==> src/rtl/uart_arb_pkg.sv <==
// Shared types and defaults for the UART TX arbiter slice.
package uart_arb_pkg;

    typedef enum logic {
        IDLE   = 1'b0,
        LOCKED = 1'b1
    } state_t;

    localparam int N_REQ_DEF       = 3;
    localparam int DATA_W_DEF      = 8;
    localparam int TIMEOUT_CYC_DEF = 4096;

    // Index width that never collapses to zero bits.
    function automatic int idx_w(input int n);
        return (n > 1) ? $clog2(n) : 1;
    endfunction

endpackage

==> src/rtl/uart_tx_arbiter_if.sv <==
// Requester streams, UART TX handshake and arbiter status grouped as one bundle.
interface uart_tx_arbiter_if #(
    parameter int N_REQ  = 3,
    parameter int DATA_W = 8
);
    logic [N_REQ-1:0]        req_valid_i;
    logic [N_REQ*DATA_W-1:0] req_data_i;
    logic [N_REQ-1:0]        req_last_i;
    logic [N_REQ-1:0]        req_ready_o;
    logic                    tx_valid_o;
    logic [DATA_W-1:0]       tx_data_o;
    logic                    tx_ready_i;
    logic [N_REQ-1:0]        grant_o;
    logic                    busy_o;
    logic                    timeout_o;

    modport slave (
        input  req_valid_i, req_data_i, req_last_i, tx_ready_i,
        output req_ready_o, tx_valid_o, tx_data_o, grant_o, busy_o, timeout_o
    );

    modport master (
        output req_valid_i, req_data_i, req_last_i, tx_ready_i,
        input  req_ready_o, tx_valid_o, tx_data_o, grant_o, busy_o, timeout_o
    );
endinterface

==> src/rtl/uart_tx_arbiter_rr_pick.sv <==
// Round-robin picker: first requester at or after the pointer, wrapping modulo N_REQ.
module rr_pick
    import uart_arb_pkg::*;
#(
    parameter int N_REQ = N_REQ_DEF,
    localparam int IDX_W = idx_w(N_REQ)
) (
    input  logic [N_REQ-1:0] req_i,
    input  logic [IDX_W-1:0] ptr_i,
    output logic [N_REQ-1:0] gnt_o,
    output logic [IDX_W-1:0] idx_o,
    output logic             any_o
);

    int cand_s;

    // Scan ptr, ptr+1, ... and keep the first set requester.
    always_comb begin
        gnt_o  = '0;
        idx_o  = '0;
        any_o  = 1'b0;
        cand_s = 0;
        for (int i = 0; i < N_REQ; i++) begin
            cand_s = (int'(ptr_i) + i) % N_REQ;
            if (!any_o && req_i[cand_s]) begin
                any_o         = 1'b1;
                gnt_o[cand_s] = 1'b1;
                idx_o         = IDX_W'(cand_s);
            end else begin
                any_o = any_o;
            end
        end
    end

endmodule

==> src/rtl/uart_tx_arbiter.sv <==
// Packet-locked round-robin arbiter feeding one UART TX, with a stall watchdog.
module uart_tx_arbiter
    import uart_arb_pkg::*;
#(
    parameter int N_REQ       = N_REQ_DEF,
    parameter int DATA_W      = DATA_W_DEF,
    parameter int TIMEOUT_CYC = TIMEOUT_CYC_DEF
) (
    input  logic              clk_i,
    input  logic              rst_ni,
    uart_tx_arbiter_if.slave  bus
);

    localparam int IDX_W = idx_w(N_REQ);
    localparam int WD_W  = $clog2(TIMEOUT_CYC);
    localparam logic [WD_W-1:0]  WD_MAX   = WD_W'(TIMEOUT_CYC - 1);
    localparam logic [IDX_W-1:0] IDX_LAST = IDX_W'(N_REQ - 1);

    state_t             state_q, state_d;
    logic [IDX_W-1:0]   rr_ptr_q, rr_ptr_d;
    logic [IDX_W-1:0]   gidx_q, gidx_d;
    logic [N_REQ-1:0]   grant_q, grant_d;
    logic [WD_W-1:0]    wd_cnt_q, wd_cnt_d;
    logic               timeout_q, timeout_d;

    logic [N_REQ-1:0]   pick_gnt_s;
    logic [IDX_W-1:0]   pick_idx_s;
    logic               pick_any_s;
    logic               locked_s;
    logic               owner_valid_s;
    logic               owner_last_s;
    logic               beat_s;
    logic [DATA_W-1:0]  tx_data_s;
    logic [N_REQ-1:0]   req_ready_s;
    logic [IDX_W-1:0]   rr_next_s;

    rr_pick #(.N_REQ(N_REQ)) u_pick (
        .req_i (bus.req_valid_i),
        .ptr_i (rr_ptr_q),
        .gnt_o (pick_gnt_s),
        .idx_o (pick_idx_s),
        .any_o (pick_any_s)
    );

    assign locked_s      = (state_q == LOCKED);
    assign owner_valid_s = locked_s && bus.req_valid_i[gidx_q];
    assign owner_last_s  = bus.req_last_i[gidx_q];
    assign beat_s        = owner_valid_s && bus.tx_ready_i;
    assign rr_next_s     = (gidx_q == IDX_LAST) ? IDX_W'(0) : gidx_q + IDX_W'(1);

    // Owner passthrough; data is zeroed whenever no byte is offered.
    always_comb begin
        tx_data_s   = '0;
        req_ready_s = '0;
        if (owner_valid_s) begin
            tx_data_s = bus.req_data_i[int'(gidx_q)*DATA_W +: DATA_W];
        end else begin
            tx_data_s = '0;
        end
        for (int k = 0; k < N_REQ; k++) begin
            if (locked_s && (gidx_q == IDX_W'(k))) begin
                req_ready_s[k] = bus.tx_ready_i;
            end else begin
                req_ready_s[k] = 1'b0;
            end
        end
    end

    // Lock/release FSM with watchdog; every release passes through one IDLE cycle.
    always_comb begin
        state_d   = state_q;
        rr_ptr_d  = rr_ptr_q;
        gidx_d    = gidx_q;
        grant_d   = grant_q;
        wd_cnt_d  = wd_cnt_q;
        timeout_d = 1'b0;
        case (state_q)
            IDLE: begin
                wd_cnt_d = '0;
                if (pick_any_s) begin
                    state_d = LOCKED;
                    grant_d = pick_gnt_s;
                    gidx_d  = pick_idx_s;
                end else begin
                    grant_d = '0;
                end
            end
            LOCKED: begin
                if (beat_s) begin
                    wd_cnt_d = '0;
                    if (owner_last_s) begin
                        state_d  = IDLE;
                        grant_d  = '0;
                        rr_ptr_d = rr_next_s;
                    end else begin
                        state_d = LOCKED;
                    end
                end else if (!owner_valid_s) begin
                    if (wd_cnt_q == WD_MAX) begin
                        state_d   = IDLE;
                        grant_d   = '0;
                        rr_ptr_d  = rr_next_s;
                        wd_cnt_d  = '0;
                        timeout_d = 1'b1;
                    end else begin
                        wd_cnt_d = wd_cnt_q + WD_W'(1);
                    end
                end else begin
                    wd_cnt_d = wd_cnt_q;
                end
            end
            default: begin
                state_d  = IDLE;
                grant_d  = '0;
                wd_cnt_d = '0;
            end
        endcase
    end

    // State registers.
    always_ff @(posedge clk_i or negedge rst_ni) begin
        if (!rst_ni) begin
            state_q   <= IDLE;
            rr_ptr_q  <= '0;
            gidx_q    <= '0;
            grant_q   <= '0;
            wd_cnt_q  <= '0;
            timeout_q <= 1'b0;
        end else begin
            state_q   <= state_d;
            rr_ptr_q  <= rr_ptr_d;
            gidx_q    <= gidx_d;
            grant_q   <= grant_d;
            wd_cnt_q  <= wd_cnt_d;
            timeout_q <= timeout_d;
        end
    end

    assign bus.tx_valid_o  = owner_valid_s;
    assign bus.tx_data_o   = tx_data_s;
    assign bus.req_ready_o = req_ready_s;
    assign bus.grant_o     = grant_q;
    assign bus.busy_o      = locked_s;
    assign bus.timeout_o   = timeout_q;

endmodule
==> src/flat_wrapper.sv <==
// flat-port wrapper written by rule: the top's interface ports become plain ports
module uart_tx_arbiter_flat import uart_arb_pkg::*;
#(
    parameter int N_REQ       = N_REQ_DEF,
    parameter int DATA_W      = DATA_W_DEF,
    parameter int TIMEOUT_CYC = TIMEOUT_CYC_DEF
)
  (clk_i, rst_ni, bus_req_valid_i, bus_req_data_i, bus_req_last_i, bus_tx_ready_i, bus_req_ready_o, bus_tx_valid_o, bus_tx_data_o, bus_grant_o, bus_busy_o, bus_timeout_o);
  uart_tx_arbiter_if #(.N_REQ(N_REQ), .DATA_W(DATA_W)) bus_i ();
  input  logic clk_i;
  input  logic rst_ni;
  input wire logic [$bits(bus_i.req_valid_i)-1:0] bus_req_valid_i;
  input wire logic [$bits(bus_i.req_data_i)-1:0] bus_req_data_i;
  input wire logic [$bits(bus_i.req_last_i)-1:0] bus_req_last_i;
  input wire logic [$bits(bus_i.tx_ready_i)-1:0] bus_tx_ready_i;
  output wire logic [$bits(bus_i.req_ready_o)-1:0] bus_req_ready_o;
  output wire logic [$bits(bus_i.tx_valid_o)-1:0] bus_tx_valid_o;
  output wire logic [$bits(bus_i.tx_data_o)-1:0] bus_tx_data_o;
  output wire logic [$bits(bus_i.grant_o)-1:0] bus_grant_o;
  output wire logic [$bits(bus_i.busy_o)-1:0] bus_busy_o;
  output wire logic [$bits(bus_i.timeout_o)-1:0] bus_timeout_o;
  assign bus_i.req_valid_i = bus_req_valid_i;
  assign bus_i.req_data_i = bus_req_data_i;
  assign bus_i.req_last_i = bus_req_last_i;
  assign bus_i.tx_ready_i = bus_tx_ready_i;
  assign bus_req_ready_o = bus_i.req_ready_o;
  assign bus_tx_valid_o = bus_i.tx_valid_o;
  assign bus_tx_data_o = bus_i.tx_data_o;
  assign bus_grant_o = bus_i.grant_o;
  assign bus_busy_o = bus_i.busy_o;
  assign bus_timeout_o = bus_i.timeout_o;
  uart_tx_arbiter #(.N_REQ(N_REQ), .DATA_W(DATA_W), .TIMEOUT_CYC(TIMEOUT_CYC)) u_core (.clk_i(clk_i), .rst_ni(rst_ni), .bus(bus_i));
endmodule
==> config.mk <==
export PLATFORM = sky130hd
export DESIGN_NAME = uart_tx_arbiter_flat
export DESIGN_NICKNAME = d
export VERILOG_FILES = /design/src/rtl/uart_arb_pkg.sv /design/src/rtl/uart_tx_arbiter_if.sv /design/src/rtl/uart_tx_arbiter_rr_pick.sv /design/src/rtl/uart_tx_arbiter.sv /design/src/flat_wrapper.sv
export SDC_FILE = /design/constraint.sdc
export NUM_CORES = 1
export LEC_CHECK = 0
export BUFFER_PORTS_ARGS = -buffer_cell sky130_fd_sc_hd__buf_2
export CAP_MARGIN = 20
export CORE_MARGIN = 2
export CORE_UTILIZATION = 45
export CTS_CLUSTER_DIAMETER = 120
export DETAILED_ROUTE_END_ITERATION = 6
export MAX_ROUTING_LAYER = met4
export PLACE_DENSITY = 0.76
export SETUP_SLACK_MARGIN = 0.5
export SLEW_MARGIN = 20
export SYNTH_ARGS = -nofsm -noshare
export SYNTH_HDL_FRONTEND = slang
export SYNTH_SLANG_ARGS = --single-unit
==> constraint.sdc <==
create_clock -name clk_i -period 3.37 [get_ports clk_i]
set_input_delay 0.674 -clock clk_i [delete_from_list [all_inputs] [get_ports clk_i]]
set_output_delay 0.674 -clock clk_i [all_outputs]
set_load 0.02 [all_outputs]
# After elaboration in Yosys (flattened, before gate mapping)
# Index checks and enable logic that the tools add are counted.
[word_totals]
output_inout_bits = 17
mem_count = 0
ram_bits = 0
regBits = 21
inputBits = 33
latchBits = 0
elab_cells = 106
mem_bits_ro = 0
[classes]
add_sub_neg = 4
n_eq_ne = 8
magnitude_cmp = 7
multipliers = 0
div_mod_pow = 3
shift = 1
n_mux = 57
n_reduce_logical = 17
bitwise = 3
[op_table]
columns = ["operator", "count"]
rows = [
  ["$ge 32x1->1 const B", 3],
  ["$lt 32x4->1 const B", 3],
  ["$mod 32x3->32 const B", 2],
  ["$mux 12", 3],
  ["$mod 3x3->32 const B", 1],
  ["$mux 1", 26],
  ["$mux 3", 8],
  ["$pmux 12 s2", 1],
  ["$shiftx 24x6->8", 1],
  ["$mux 2", 8],
  ["$add 12x1->12 const B", 1],
  ["$eq 12x12->1 const B", 1],
  ["$bmux 1 s2", 5],
  ["$logic_and 1x1->1", 10],
  ["$ne 3x3->1 const B", 3],
  ["$mux 8", 1],
  ["$demux 1 s2", 3],
  ["$or 3x3->3", 2],
  ["$pmux 3 s2", 1],
  ["$reduce_and 4->1", 1],
  ["$add 2x1->3 const B", 1],
  ["$add 2x2->3 const B", 1],
  ["$lt 2x3->1 const B", 1],
  ["$reduce_and 3->1", 1],
  ["11 further kinds", 12],
]

# Longest topological paths before layout
[logic_depth]
word_depth = 13
ltp_mapped = 8
depth_no_buf = 7

# Cells and area by module
# A second synthesis with hierarchy kept.
[hier_totals]
cells_unflattened = 206
area_unflattened_um2 = 1785.5
[modules_own_cells]
columns = ["module", "instances", "cells_per_inst", "seq_area_each_um2", "area_each_um2"]
rows = [
  ["uart_tx_arbiter", 1, 154, 525.5, 1403.8],
  ["rr_pick", 1, 52, 0.0, 381.6],
]

# Least setup slack after synthesis
# No wires, ideal clock.
[synth_path]
path_kind = "input port to output port"
from = "in bus_req_valid_i[2]"
to = "out bus_tx_data_o[0]"
cell_stages = 4
t_required_ps = 2696
slack_ps = 1233
path_buffers = 0
t_arrival_ps = 1463
cell_sequence = "nand3b_1 -> o21ai_0 -> nand2_1 -> nor2_1"
[synth_via]
elab_chain_cells = 4
[synth_lines]
columns = ["element", "line", "rtl"]
rows = [
  ["start: declaration", "flat_wrapper.sv:12", "input wire logic [$bits(bus_i.req_valid_i)-1:0] bus_req_valid_i;"],
  ["$bmux 1 s2", "uart_tx_arbiter.sv:46", "assign owner_valid_s = locked_s && bus.req_valid_i[gidx_q];"],
  ["$mux 1 (not written as such)", "uart_tx_arbiter.sv:46", ""],
  ["$logic_and 1x1->1", "uart_tx_arbiter.sv:46", ""],
  ["$mux 8", "uart_tx_arbiter.sv:55", "if (owner_valid_s) begin"],
  ["end: declaration", "flat_wrapper.sv:18", "output wire logic [$bits(bus_i.tx_data_o)-1:0] bus_tx_data_o;"],
]
# Every way passes these cells. The select of a mux whose other input is x is not followed.

# Worst setup path after layout
[layout_path]
from = "reg u_core.gidx_q[0]"
to = "out bus_tx_data_o[1]"
[layout_via]
elab_chain_cells = 4
elab_cells_between_ends = 5
cone_classes = "1 x shift; 3 x mux; 1 x reduce/logical"
[layout_lines]
columns = ["element", "line", "rtl"]
rows = [
  ["start: declaration", "uart_tx_arbiter.sv:21", "logic [IDX_W-1:0] gidx_q, gidx_d;"],
  ["start signal: assignment", "uart_tx_arbiter.sv:132", "gidx_q <= gidx_d;"],
  ["branches (longest 3 deep; another with $shiftx 24x6->8)", "--", ""],
  ["$mux 8 *", "uart_tx_arbiter.sv:55", ""],
]
# Every way passes the cells marked *. The select of a mux whose other input is x is not followed.

==> results.md <==
- MaxCap Viol Count: 0
- Max Slew Vio Count: 0
- Syn Area/Cell: about 8.2 µm²
- Largest family of logic cells by synthesized area: simple AND/OR/NAND/NOR gates
- Synth area leader: dfrtp_1
- WHS: roughly 0.36 ns
- # diodes: 0
- DR vias/cell: between 5 and 6
- Via count: 1658
- Cells after Synth: roughly 210
- Register share of total power: between 20% and 30%
- Clock root buffer: clkbuf_8
- Setup Buffers After CTS: 0
- Die Area: around 0.0043 mm²
- Worst-path fanout max: 18
- Sw frac: 49.2%
- Hold Vio Cnt, Final: 0
- Simple-gate share of the synthesized area: between 20% and 30%
- DRC viols: 0
- Logic gate share of total power: roughly three fifths
- DR WL/cell: about 13 µm
- CTS tree: yes
- First-pass GRT wire length: between 6 and 7 mm
- Mux contribution to synthesized area: approximately a tenth
- Synth top area cells: dfrtp_1 (31%), mux2i_1 (6.5%), nor2_1 (5.1%)
- GRT Overall Usage: about 20%
- Post-synth top flop: dfrtp_1
- Number of synthesized flops with an enable pin: 0
- Std-Cell Core Area: ~0.0036 mm²
- Worst setup SP type: flip-flop
- Top-area cell type share of the netlist area: between 30% and 40%
- Die width: between 60 and 70 µm
- Cell variety after synth: 50
- Buffers on Ports: a little under 50
- Synth Area in XOR/XNOR: 0%
- Net Count, Synth: ~240
- H-tree levels: 1
- Most frequent cells in the layout: buf_2 (49), nor2_1 (23), dfrtp_1 (19)
- Fin crit share: roughly four fifths
- Pin count of the biggest net entering global routing: 22
- Psw: ~760 µW
- Worst-Margin Slew: around 0.78 ns
- Ys async rst share: 100%
- FP Rows: 22
- Peak supply drop: roughly 380 µV
- Crit. End Element: output port
- GRT overflow: 0
- Reg clk slew, reported paths: approximately 0.080 ns
- Clock power share: a little over a tenth
- Worst-Skew Late Latency: roughly 0.26 ns
- Post-synthesis compound-gate area fraction: ~23%
- CTS Sinks: 21
- Nets: 289
- DRT Pass-1 Iters: 4
- Pre-CTS WS: 0.794 ns
- Setup WS post-layout: about 0.74 ns
- PD cells: roughly 770 mW/mm²
- Post-DP HPWL: about 2.9 mm
- Fin crit period: between 2 and 3 ns
- Placer Congestion: 0.868
- Initial Utilization: 46.5%
- TritonCTS buffer count: 3
- Leakage: 0.000930 µW
- Synthesis Warnings: 0
- Worst min-delay path category: in -> async
- Post-CTS Hold Buffers: 0
- Synth-to-layout area growth: 18.2%
- Die outline height: 65.3 µm
- Ports: 50
- Detail Route Antenna Nets: 0
- Internal: between 700 and 800 µW
- Initial antenna violation count: 0
- RSZ-0062 raised after global routing: no
- Most common cell after layout, fill and taps aside: buf_2
- Yosys reg bits: 21
- Critical Path AT: a little under 2 ns
- Worst slew margin: a little under half
- Fmax: 0.380 GHz
- Clock Tree Buf Depth: 2
- Vias in the first global route: 1574
- Adder-Cell Fraction of Synth Area: under 10%
- 1st-iter DRT viols: 46
- Setup TNS: 0 ns
- Setup violators final: 0
- Skew final: ~0.0044 ns
- Status: finished clean
- Drt total wl: 3.84 mm
- Seq/Total Area, Yosys: ~31%
- Layout cells sized above 1: between 20 and 30%
- Critical Path RT: approximately 2.7 ns
- Syn Std Cell Area: roughly 0.0017 mm²
- Crit path kind: reg -> out
-- power groups by stage --
stage | Combinational (µW) | Sequential (µW) | Clock [µW]
global route | 1060 | 448 | 181
detailed placement | 935 | 432 | 0
CTS | 940 | 429 | 170
finish | 938 | 429 | 168
global placement | 922 | 431 | 0
floorplan | 769 | 383 | 0
-- registers in the layout, indices dropped and copies added (netlist names) --
| signal | cells |
|---|---|
| u_core.bus.timeout_o | 1 |
| u_core.bus.busy_o | 1 |
| u_core.bus.grant_o | 3 |
| u_core.wd_cnt_q | 12 |
| u_core.rr_ptr_q | 2 |
| u_core.gidx_q | 2 |
-- metal layers --
layer / track usage, % / up-vias / share of wire, %
li1: - / 830 / -
met1: 26.5 / 761 / 46
met2: 34.1 / 63 / 47
met3: 1.20 / 4 / 6.6
met4: 6.25 / 0 / 1.1
met5: - / - / 0
-- repair_timing --
action	4_1_cts	5_1_grt
endpoints found under the hold margin	0	0
gates resized for setup	1	1
endpoints found under the setup margin	4	9
-- synth_stat cells (2+ instances only) --
cell and count:
nor3b_1 2, mux2_2 3, dfrtp_1 21, or3_1 4
nor4_1 2, mux2i_1 11, nor3_1 4, o21ai_0 11
ha_1 5, nor2b_1 3, o31ai_1 4, nor3_2 2
nand3_1 8, a21o_1 4, nand3b_1 4, o21ai_1 12
a31oi_1 2, nor2_1 23, nand2_1 18, inv_1 10
clkbuf_1 2, buf_2 3, a21oi_1 17, nand2b_1 4
-- layout make-up --
class	instances	area, µm²
fill	371	1640
multi-input combinational	166	1080
sequential	21	528
timing repair buffer	49	245
tap	48	60.1
clock buffer	4	45.0
inverter	10	37.5
-- critical path: stages, from the launching register on --
cell and delay (ns):
dfrtp_2 0.57, mux2i_4 0.27, o21ai_0 0.24, nand2_1 0.26, nor2_1 0.18, buf_2 0.17
-- path summary, 6_finish.rpt --
check	startpoint	to	slack, ns	cells past startpoint
min reg2reg	u_core.wd_cnt_q[6]	u_core.wd_cnt_q[6]	0.52	1
max in group asynchronous	rst_ni	u_core.gidx_q[1]	2.67	1
max reg2reg	u_core.rr_ptr_q[1]	u_core.gidx_q[1]	1.29	7
min	rst_ni	u_core.wd_cnt_q[0]	0.36	1
min in group clk_i	u_core.wd_cnt_q[6]	u_core.wd_cnt_q[6]	0.52	1
max	u_core.gidx_q[0]	bus_tx_data_o[1]	0.74	5
-- kinds of logic after synthesis --
group	after synthesis
AND/OR/NAND/NOR	83
AO/OA/AOI/OAI	62
flip-flops	21
buffers and inverters	18
multiplexers	16
adder cells (fa/ha/maj)	5
-- metrics by stage --
stage | area (µm²) | utilization, % | instances | total power [µW]
2_1_floorplan | 1690 | - | 205 | 1150
3_3_place_gp | 1950 | 53.7 | 294 | 1350
3_5_place_dp | 1950 | 53.7 | 294 | 1370
4_1_cts | 2000 | 55.0 | 298 | 1540
5_1_grt | 2000 | 55.0 | 298 | 1680
6_report | 2000 | 55.0 | 298 | 1530
(Power assumes the default switching activity.)
